**config.mk**
```make
export PLATFORM = sky130hd
export DESIGN_NAME = rx_rd_arb
export DESIGN_NICKNAME = d
export VERILOG_FILES = /design/src/rtl/rx_rd_arb.sv
export SDC_FILE = /design/constraint.sdc
export NUM_CORES = 1
export LEC_CHECK = 0
export CORE_MARGIN = 1.5
export CORE_UTILIZATION = 54
export CTS_BUF_LIST = sky130_fd_sc_hd__clkbuf_16
export DETAILED_ROUTE_END_ITERATION = 7
export PLACE_DENSITY = 0.92
export SLEW_MARGIN = 20
export SYNTH_ARGS = -nofsm -noshare
export SYNTH_HDL_FRONTEND = slang
export SYNTH_SLANG_ARGS = --single-unit
```
**constraint.sdc**
```tcl
create_clock -name sys_clk -period 5.42 [get_ports sys_clk]
set_input_delay 1.084 -clock sys_clk [delete_from_list [all_inputs] [get_ports sys_clk]]
set_output_delay 1.084 -clock sys_clk [all_outputs]
set_load 0.05 [all_outputs]
```
**src/rtl/rx_rd_arb.sv**
```systemverilog
// rx_rd_arb: arbiter for the single read port of the RX frame buffer RAM.
// Three requesters (load = header fetch, ack, pass) post single-cycle
// requests. These are held pending and served one at a time as sequential
// bursts from address 0. The data returns on a shared byte bus tagged with
// consumer select, SOF and EOF.
// Build option: define RR_ARB_EN for round-robin arbitration among pending
// types. The default build uses fixed priority load > ack > pass.
module rx_rd_arb #(
  parameter int ADDR_W  = 9,
  parameter int HDR_LEN = 6
) (
  input  logic              sys_clk,
  input  logic              glbl_rst_n,
  input  logic              req_load,
  input  logic              req_ack,
  input  logic              req_pass,
  input  logic [ADDR_W:0]   frame_len,
  output logic              ram_rd_en,
  output logic [ADDR_W-1:0] ram_rd_addr,
  input  logic [7:0]        ram_rd_data,
  output logic [7:0]        dout,
  output logic              dout_vld,
  output logic [1:0]        dout_sel,
  output logic              dout_sof,
  output logic              dout_eof,
  output logic              busy,
  output logic              done,
  output logic              req_drop
);

  localparam logic [ADDR_W:0] MAX_LEN   = {1'b1, {ADDR_W{1'b0}}};
  localparam logic [ADDR_W:0] ONE       = {{ADDR_W{1'b0}}, 1'b1};
  localparam logic [ADDR_W:0] HDR_LEN_W = HDR_LEN[ADDR_W:0];

  typedef enum logic [2:0] {
    S_IDLE,
    S_GRANT,
    S_READ,
    S_DRAIN,
    S_DONE
  } state_t;

  state_t          state_q, state_d;
  logic [2:0]      pend_q, pend_d;
  logic [2:0]      req_vec, clr_vec;
  logic            drop_q, drop_d;
  logic [1:0]      sel_q;
  logic [1:0]      gnt_idx;
  logic [ADDR_W:0] len_q, cnt_q, len_gnt;
  logic            last_addr;
  logic            drain_q;
  logic            vld_p0, sof_p0, eof_p0;
  logic [7:0]      dout_p1;
  logic            vld_p1, sof_p1, eof_p1;

  // Saturate a requested burst length to the size of the RAM
  function automatic logic [ADDR_W:0] clamp_len(input logic [ADDR_W:0] raw);
    return (raw > MAX_LEN) ? MAX_LEN : raw;
  endfunction

  // Length of the burst being granted; frame_len only matters in GRANT
  assign len_gnt   = clamp_len((sel_q == 2'b01) ? HDR_LEN_W : frame_len);
  assign last_addr = (cnt_q == (len_q - ONE));

`ifdef RR_ARB_EN
  logic [1:0] last_q;

  // Remember the last granted type; it gets lowest priority next time
  always_ff @(posedge sys_clk or negedge glbl_rst_n) begin
    if (!glbl_rst_n)
      last_q <= 2'd2;
    else if (state_q == S_IDLE && (|pend_q))
      last_q <= gnt_idx;
  end

  // Round-robin pick starting just after the last granted type
  always_comb begin
    gnt_idx = 2'd0;
    case (last_q)
      2'd0:    gnt_idx = pend_q[1] ? 2'd1 : (pend_q[2] ? 2'd2 : 2'd0);
      2'd1:    gnt_idx = pend_q[2] ? 2'd2 : (pend_q[0] ? 2'd0 : 2'd1);
      default: gnt_idx = pend_q[0] ? 2'd0 : (pend_q[1] ? 2'd1 : 2'd2);
    endcase
  end
`else
  // Fixed priority pick: load > ack > pass
  always_comb begin
    gnt_idx = 2'd2;
    if (pend_q[0])
      gnt_idx = 2'd0;
    else if (pend_q[1])
      gnt_idx = 2'd1;
  end
`endif

  // Pending bits: set by requests, cleared when their burst leaves GRANT.
  // A same-type request during GRANT re-arms the bit instead of dropping.
  always_comb begin
    req_vec = {req_pass, req_ack, req_load};
    clr_vec = 3'b000;
    if (state_q == S_GRANT) begin
      case (sel_q)
        2'b01:   clr_vec = 3'b001;
        2'b10:   clr_vec = 3'b010;
        2'b11:   clr_vec = 3'b100;
        default: clr_vec = 3'b000;
      endcase
    end
    pend_d = (pend_q & ~clr_vec) | req_vec;
    drop_d = |(req_vec & pend_q & ~clr_vec);
  end

  // Next state and state-decoded outputs
  always_comb begin
    state_d   = state_q;
    ram_rd_en = 1'b0;
    busy      = 1'b0;
    done      = 1'b0;
    case (state_q)
      S_IDLE: begin
        if (|pend_q)
          state_d = S_GRANT;
      end
      S_GRANT: begin
        busy    = 1'b1;
        state_d = (len_gnt == '0) ? S_DONE : S_READ;
      end
      S_READ: begin
        busy      = 1'b1;
        ram_rd_en = 1'b1;
        if (last_addr)
          state_d = S_DRAIN;
      end
      S_DRAIN: begin
        busy = 1'b1;
        if (drain_q)
          state_d = S_DONE;
      end
      S_DONE: begin
        done    = 1'b1;
        state_d = S_IDLE;
      end
      default: state_d = S_IDLE;
    endcase
  end

  // Control registers: state, pending, grant select, length and address count
  always_ff @(posedge sys_clk or negedge glbl_rst_n) begin
    if (!glbl_rst_n) begin
      state_q <= S_IDLE;
      pend_q  <= 3'b000;
      drop_q  <= 1'b0;
      sel_q   <= 2'b00;
      len_q   <= '0;
      cnt_q   <= '0;
      drain_q <= 1'b0;
    end else begin
      state_q <= state_d;
      pend_q  <= pend_d;
      drop_q  <= drop_d;
      case (state_q)
        S_IDLE: begin
          if (|pend_q)
            sel_q <= gnt_idx + 2'd1;
        end
        S_GRANT: begin
          len_q <= len_gnt;
          cnt_q <= '0;
        end
        S_READ:  cnt_q   <= cnt_q + ONE;
        S_DRAIN: drain_q <= ~drain_q;
        S_DONE: begin
          sel_q <= 2'b00;
          cnt_q <= '0;
        end
        default: ;
      endcase
    end
  end

  // Stage p0: RAM data valid this cycle, burst markers travel with it
  always_ff @(posedge sys_clk or negedge glbl_rst_n) begin
    if (!glbl_rst_n) begin
      vld_p0 <= 1'b0;
      sof_p0 <= 1'b0;
      eof_p0 <= 1'b0;
    end else begin
      vld_p0 <= ram_rd_en;
      sof_p0 <= ram_rd_en && (cnt_q == '0);
      eof_p0 <= ram_rd_en && last_addr;
    end
  end

  // Stage p1: registered output byte
  always_ff @(posedge sys_clk or negedge glbl_rst_n) begin
    if (!glbl_rst_n) begin
      dout_p1 <= 8'h00;
      vld_p1  <= 1'b0;
      sof_p1  <= 1'b0;
      eof_p1  <= 1'b0;
    end else begin
      dout_p1 <= vld_p0 ? ram_rd_data : 8'h00;
      vld_p1  <= vld_p0;
      sof_p1  <= sof_p0;
      eof_p1  <= eof_p0;
    end
  end

  assign ram_rd_addr = cnt_q[ADDR_W-1:0];
  assign dout        = dout_p1;
  assign dout_vld    = vld_p1;
  assign dout_sof    = sof_p1;
  assign dout_eof    = eof_p1;
  assign dout_sel    = sel_q;
  assign req_drop    = drop_q;

endmodule

```
# Word-level counts from Yosys, hierarchy flattened

Index checks and enable logic that the tools add are counted.

Add/sub/neg operators: 3
Order comparisons: 1
Eq/ne operators: 11
Multiplexer cells: 18
Bitwise gates (word level): 6
Reduce and logical (&&, ||, !) cells: 13

Operator list:

| kind                  | count |
|---|---|
| $logic_not 10->1      | 2 |
| $mux 10               | 2 |
| $pmux 10 s2           | 1 |
| $mux 3                | 5 |
| $pmux 3 s4            | 1 |
| $add 10x1->10 const B | 1 |
| $eq 10x10->1          | 1 |
| $gt 10x10->1 const B  | 1 |
| $sub 10x1->10 const B | 1 |
| $and 3x3->3           | 3 |
| $pmux 3 s3            | 1 |
| $reduce_or 3->1       | 3 |
| $mux 8                | 1 |
| $eq 3x2->1 const B    | 2 |
| $mux 2                | 3 |
| $ne 2x2->1 const B    | 3 |
| $eq 2x2->1 const B    | 2 |
| $pmux 2 s2            | 1 |
| $reduce_bool 2->1     | 2 |
| $eq 3x1->1 const B    | 1 |
| $eq 3x3->1 const B    | 1 |
| $logic_not 3->1       | 1 |
| $mux 1                | 3 |
| $not 3->3             | 1 |
| 8 further kinds       | 9 |

Bits in registers: 44
Bits of input ports: 23
Output and inout port bits: 26
Logic and storage cells: 66

# Depth between registers and ports, before layout

Depth after elaboration: 7
Depth in mapped cells: 7

# Worst setup path after synthesis

No wires, ideal clock.

Path type: reg2out
Start point: register state_q[0]
End point: output port busy
Arrival: 1.315 ns
Required time: 4.336 ns
Slack: 3.021 ns
Stages on the path, launching flop included: 4
Path buffers: 1
Cells stage by stage: dfrtp_1 -> clkbuf_1 -> nor2_1 -> nor2_1

Cells in the longest elaborated chain, start to end: 3

Ends and longest elaborated chain:

| item                                            | line | RTL |
|---|---|---|
| start, declared                                 | 43   | `state_t state_q, state_d;` |
| start signal, assigned                          | 158  | `state_q <= state_d;` |
| $eq 3x1->1 / $eq 3x2->1 (equally long branches) | 119  | `case (state_q)` |
| $reduce_or 3->1 (no source line) (*)            | -    |  |
| $mux 1 (*)                                      | 119  |  |
| end, declared                                   | 26   | `output logic busy,` |

Every way passes the cells marked *; elsewhere a longest branch is shown, timed or not.

# Worst setup path after layout

Start point: register state_q[2]
End point: output port ram_rd_en

Cells in the longest elaborated chain, start to end: 2

Ends and longest elaborated chain:

| item          | line | RTL |
|---|---|---|
| $eq 3x2->1    | 119  |  |
| $mux 1        | 119  |  |
| end, declared | 18   | `output logic ram_rd_en,` |

Every way passes these cells.

==> metrics.csv <==
stage,metric,value,unit
clock_tree,numCtsBuffers,5,
yosys,synth_warnings,0,
yosys,async_reset_ff_share,100,%
yosys,syn-num-nets,259,
yosys,ys.flop_type,dfrtp_1,
yosys,synth_cells,233,
floorplan,die_area,0.00455,mm^2
floorplan,core,0.00400,mm^2
yosys,synthXorXnorAreaFrac,5.46,%
worst_setup_path,arrival,2.23,ns
place,portBuffers,48,
clock_tree,postCtsResizedCells,0,
clock_tree,root_buffer,clkbuf_16,
worst_setup_path,endpoint_kind,primary output,
layout,final_nets,294,
floorplan,die_h,67.5,um
timing,slew_headroom,36.8,%
power_and_ir_drop,p_sw_share,43.8,%
power_and_ir_drop,irDropWorstVdd,350,uV
timing,tns,0,ns
routing,routed_wl,4.50,mm
clock_tree,ctsHoldBuffers,0,
clock_tree,clk_latency,0.28,ns
yosys,synth_top_family_by_area,simple AND/OR/NAND/NOR gates,
timing,period_needed,3.32,ns
place,hpwl,3.26,mm
worst_setup_path,required,4.34,ns
worst_setup_path,cp_max_fo,9,
global_routing,grt_pass1_wl,7.78,mm
place,dpl-instance-area,0.00267,mm^2
yosys,synth_top_area_share,49.1,%
power_and_ir_drop,p_leak,1.19,nW
power_and_ir_drop,pwr-share-comb,46.7,%
timing,max_freq,301,MHz
power_and_ir_drop,power_density,569,mW/mm^2
routing,drtPass1Iterations,4,
routing,vias,1787,
routing,ant_nets,0,
yosys,yosysTopAreaCell,dfrtp_1,
timing,hold_viol,0,
clock_tree,clockBufferDepth,2,
clock_tree,htree_levels,2,
yosys,synth_commonest_cells,"dfrtp_1 (44), nand2_1 (22), nor2_1 (14)",
yosys,synth_most_common_cell,dfrtp_1,
layout,drive_gt1_share,4.46,%
timing,rsz0062_at_grt,false,
routing,vias_per_cell,5.60,
power_and_ir_drop,p_int,899,uW
layout,area_growth,25.3,%
clock_tree,cts_tree,done,
floorplan,die_w,67.5,um
timing,setup_ws,2.10,ns
floorplan,ios,49,
yosys,synth_edf_count,0,
worst_setup_path,path_class,reg -> out,
routing,routedWlPerCell,14.1,um
power_and_ir_drop,clock_power_share,17.7,%
yosys,netlist_area,0.00224,mm^2
routing,drt-initial-drc-count,142,
flow_run,drv_cap,0,
routing,drc,0,
power_and_ir_drop,pwr-share-seq,35.5,%
yosys,ys_ff_latch,44,
yosys,synth_compound_area_share,14.8,%
timing,final_max_slew_viol_count,0,
global_routing,antenna_found_initial,0,
yosys,yosys.area_share.simple,21.6,%
layout,finalInstanceArea,0.00281,mm^2
worst_setup_path,cp-start-kind,flop,
timing,worstMarginPinSlew,0.948,ns
place,dp_slack,2.43,ns
global_routing,grt_max_degree,45,
floorplan,rows,23,
global_routing,grt_use_total,23.5,%
yosys,synth_mux_area_share,0.892,%
yosys,synth_cell_types,41,
global_routing,grt-ovfl-total,0,
floorplan,start_util,56.1,%
yosys,synthAdderAreaFrac,1.67,%
power_and_ir_drop,p_sw,700,uW
status,status,"finished, final reports clean",
clock_tree,cts_setup_buffers,0,
timing,setup_violations,0,
worst_hold_path,hold_class,reg -> reg,
clock_tree,clk_pin_slew,0.06,ns
layout,diodes,0,
yosys,avgSynthCellArea,9.63,um^2
yosys,synth_area_leaders,"dfrtp_1 (49%), nand2_1 (3.7%), xnor2_1 (3.5%)",
yosys,ys_seq_area_share,49.1,%
clock_tree,cts_num_sinks,44,
timing,clock_skew,0.00153,ns
global_routing,grt_pass1_vias,1718,
place,place_congestion,0.879,
timing,period_share,61.2,%
layout,fillers,312,
-- final cells by class --
type,instances,area (um^2),share of cell area [%]
multi-input cells,159,997,35.5
clock inverters,3,13.8,0.489
clock buffers,5,125,4.45
well taps,50,62.6,2.22
flip-flops and latches,44,1100,39.1
repair buffers,48,475,16.9
inverters,10,37.5,1.33
-- critical path: stages (launching register included) --
cell,delay [ns]
dfrtp_1,0.47
nor2_1,0.19
nand2_1,0.19
inv_1,0.25
clkdlybuf4s50_1,0.85
-- cells in the final DEF, fill, tap and decap left out, types with 2 or more instances in the layout --
master,synthesis,final
mux2i_1,2,2
nand3_1,10,10
or3_1,3,3
o211ai_1,3,3
ha_1,3,3
dfrtp_1,44,44
xnor2_1,9,9
xor2_1,5,5
clkdlybuf4s50_1,0,47
a21oi_1,8,8
a31oi_1,3,3
nor2_1,14,14
a22o_1,6,6
clkbuf_16,0,5
nor4_1,5,5
nor3_1,9,9
inv_1,10,10
nor2b_1,6,6
nand2b_1,3,3
o21ai_0,10,10
a21boi_0,2,2
o21a_1,4,4
and2_1,11,11
clkinv_2,0,2
nand2_1,22,22
o31ai_1,5,5
-- layer usage --
| metal | global-route usage, % | up-vias | share of wire (%) |
|---|---|---|---|
| met5 | 0 | - | 0 |
| li1 | - | 874 | - |
| met2 | 38.8 | 53 | 48 |
| met4 | 9.44 | 0 | 1.8 |
| met3 | 6.17 | 6 | 5.2 |
| met1 | 29.2 | 854 | 45 |
-- stage by stage --
stage          hold WS, ns  total power, mW  instances  utilization, %
4_1_cts              0.350             1.61        319            70.3
5_1_grt              0.358             1.71        319            70.3
3_3_place_gp         0.332             1.29        311            66.8
2_1_floorplan        0.331             1.11        233               -
6_report             0.349             1.60        319            70.3
3_5_place_dp         0.337             1.32        311            66.8
-- flip-flops by register name, summed over array words and instances (netlist names) --
register  flops
dout_vld      1
drain_q       1
cnt_q        10
dout_sel      2
dout          8
dout_eof      1
eof_p0        1
dout_sof      1
len_q        10
vld_p0        1
sof_p0        1
req_drop      1
pend_q        3
state_q       3
-- power by group through the flow --
stage                     sequential [mW]  clock (mW)  combinational [mW]
after floorplan                     0.628           0               0.486
after CTS                           0.568       0.289               0.751
after detailed placement            0.573           0               0.745
after global routing                0.593       0.303               0.816
final                               0.568       0.283               0.747
after global placement              0.567           0               0.725
-- worst paths after layout --
check | from | endpoint | slack (ns) | cells after the start
max in group asynchronous | glbl_rst_n | len_q[6]$_DFFE_PN0P_ | 3.89 | 1
worst max-delay path | state_q[2]$_DFFE_PN0P_ | ram_rd_en | 2.10 | 4
worst max register to register | len_q[1]$_DFFE_PN0P_ | state_q[0]$_DFFE_PN0P_ | 3.25 | 5
min in group asynchronous | glbl_rst_n | vld_p0$_DFF_PN0_ | 0.95 | 1
worst min register to register | sof_p0$_DFF_PN0_ | dout_sof$_DFF_PN0_ | 0.35 | 0
worst min-delay path | sof_p0$_DFF_PN0_ | dout_sof$_DFF_PN0_ | 0.35 | 0
-- kinds of logic after synthesis --
kind of cell	Yosys count
and+or+nand+nor	92
xor gates and xnor gates	14
adders and majority gates	3
buffers and inverters	30
AOI/OAI and AO/OA	48
muxes	2
DFF	44
No activity file was read; power rests on OpenSTA's default activity.
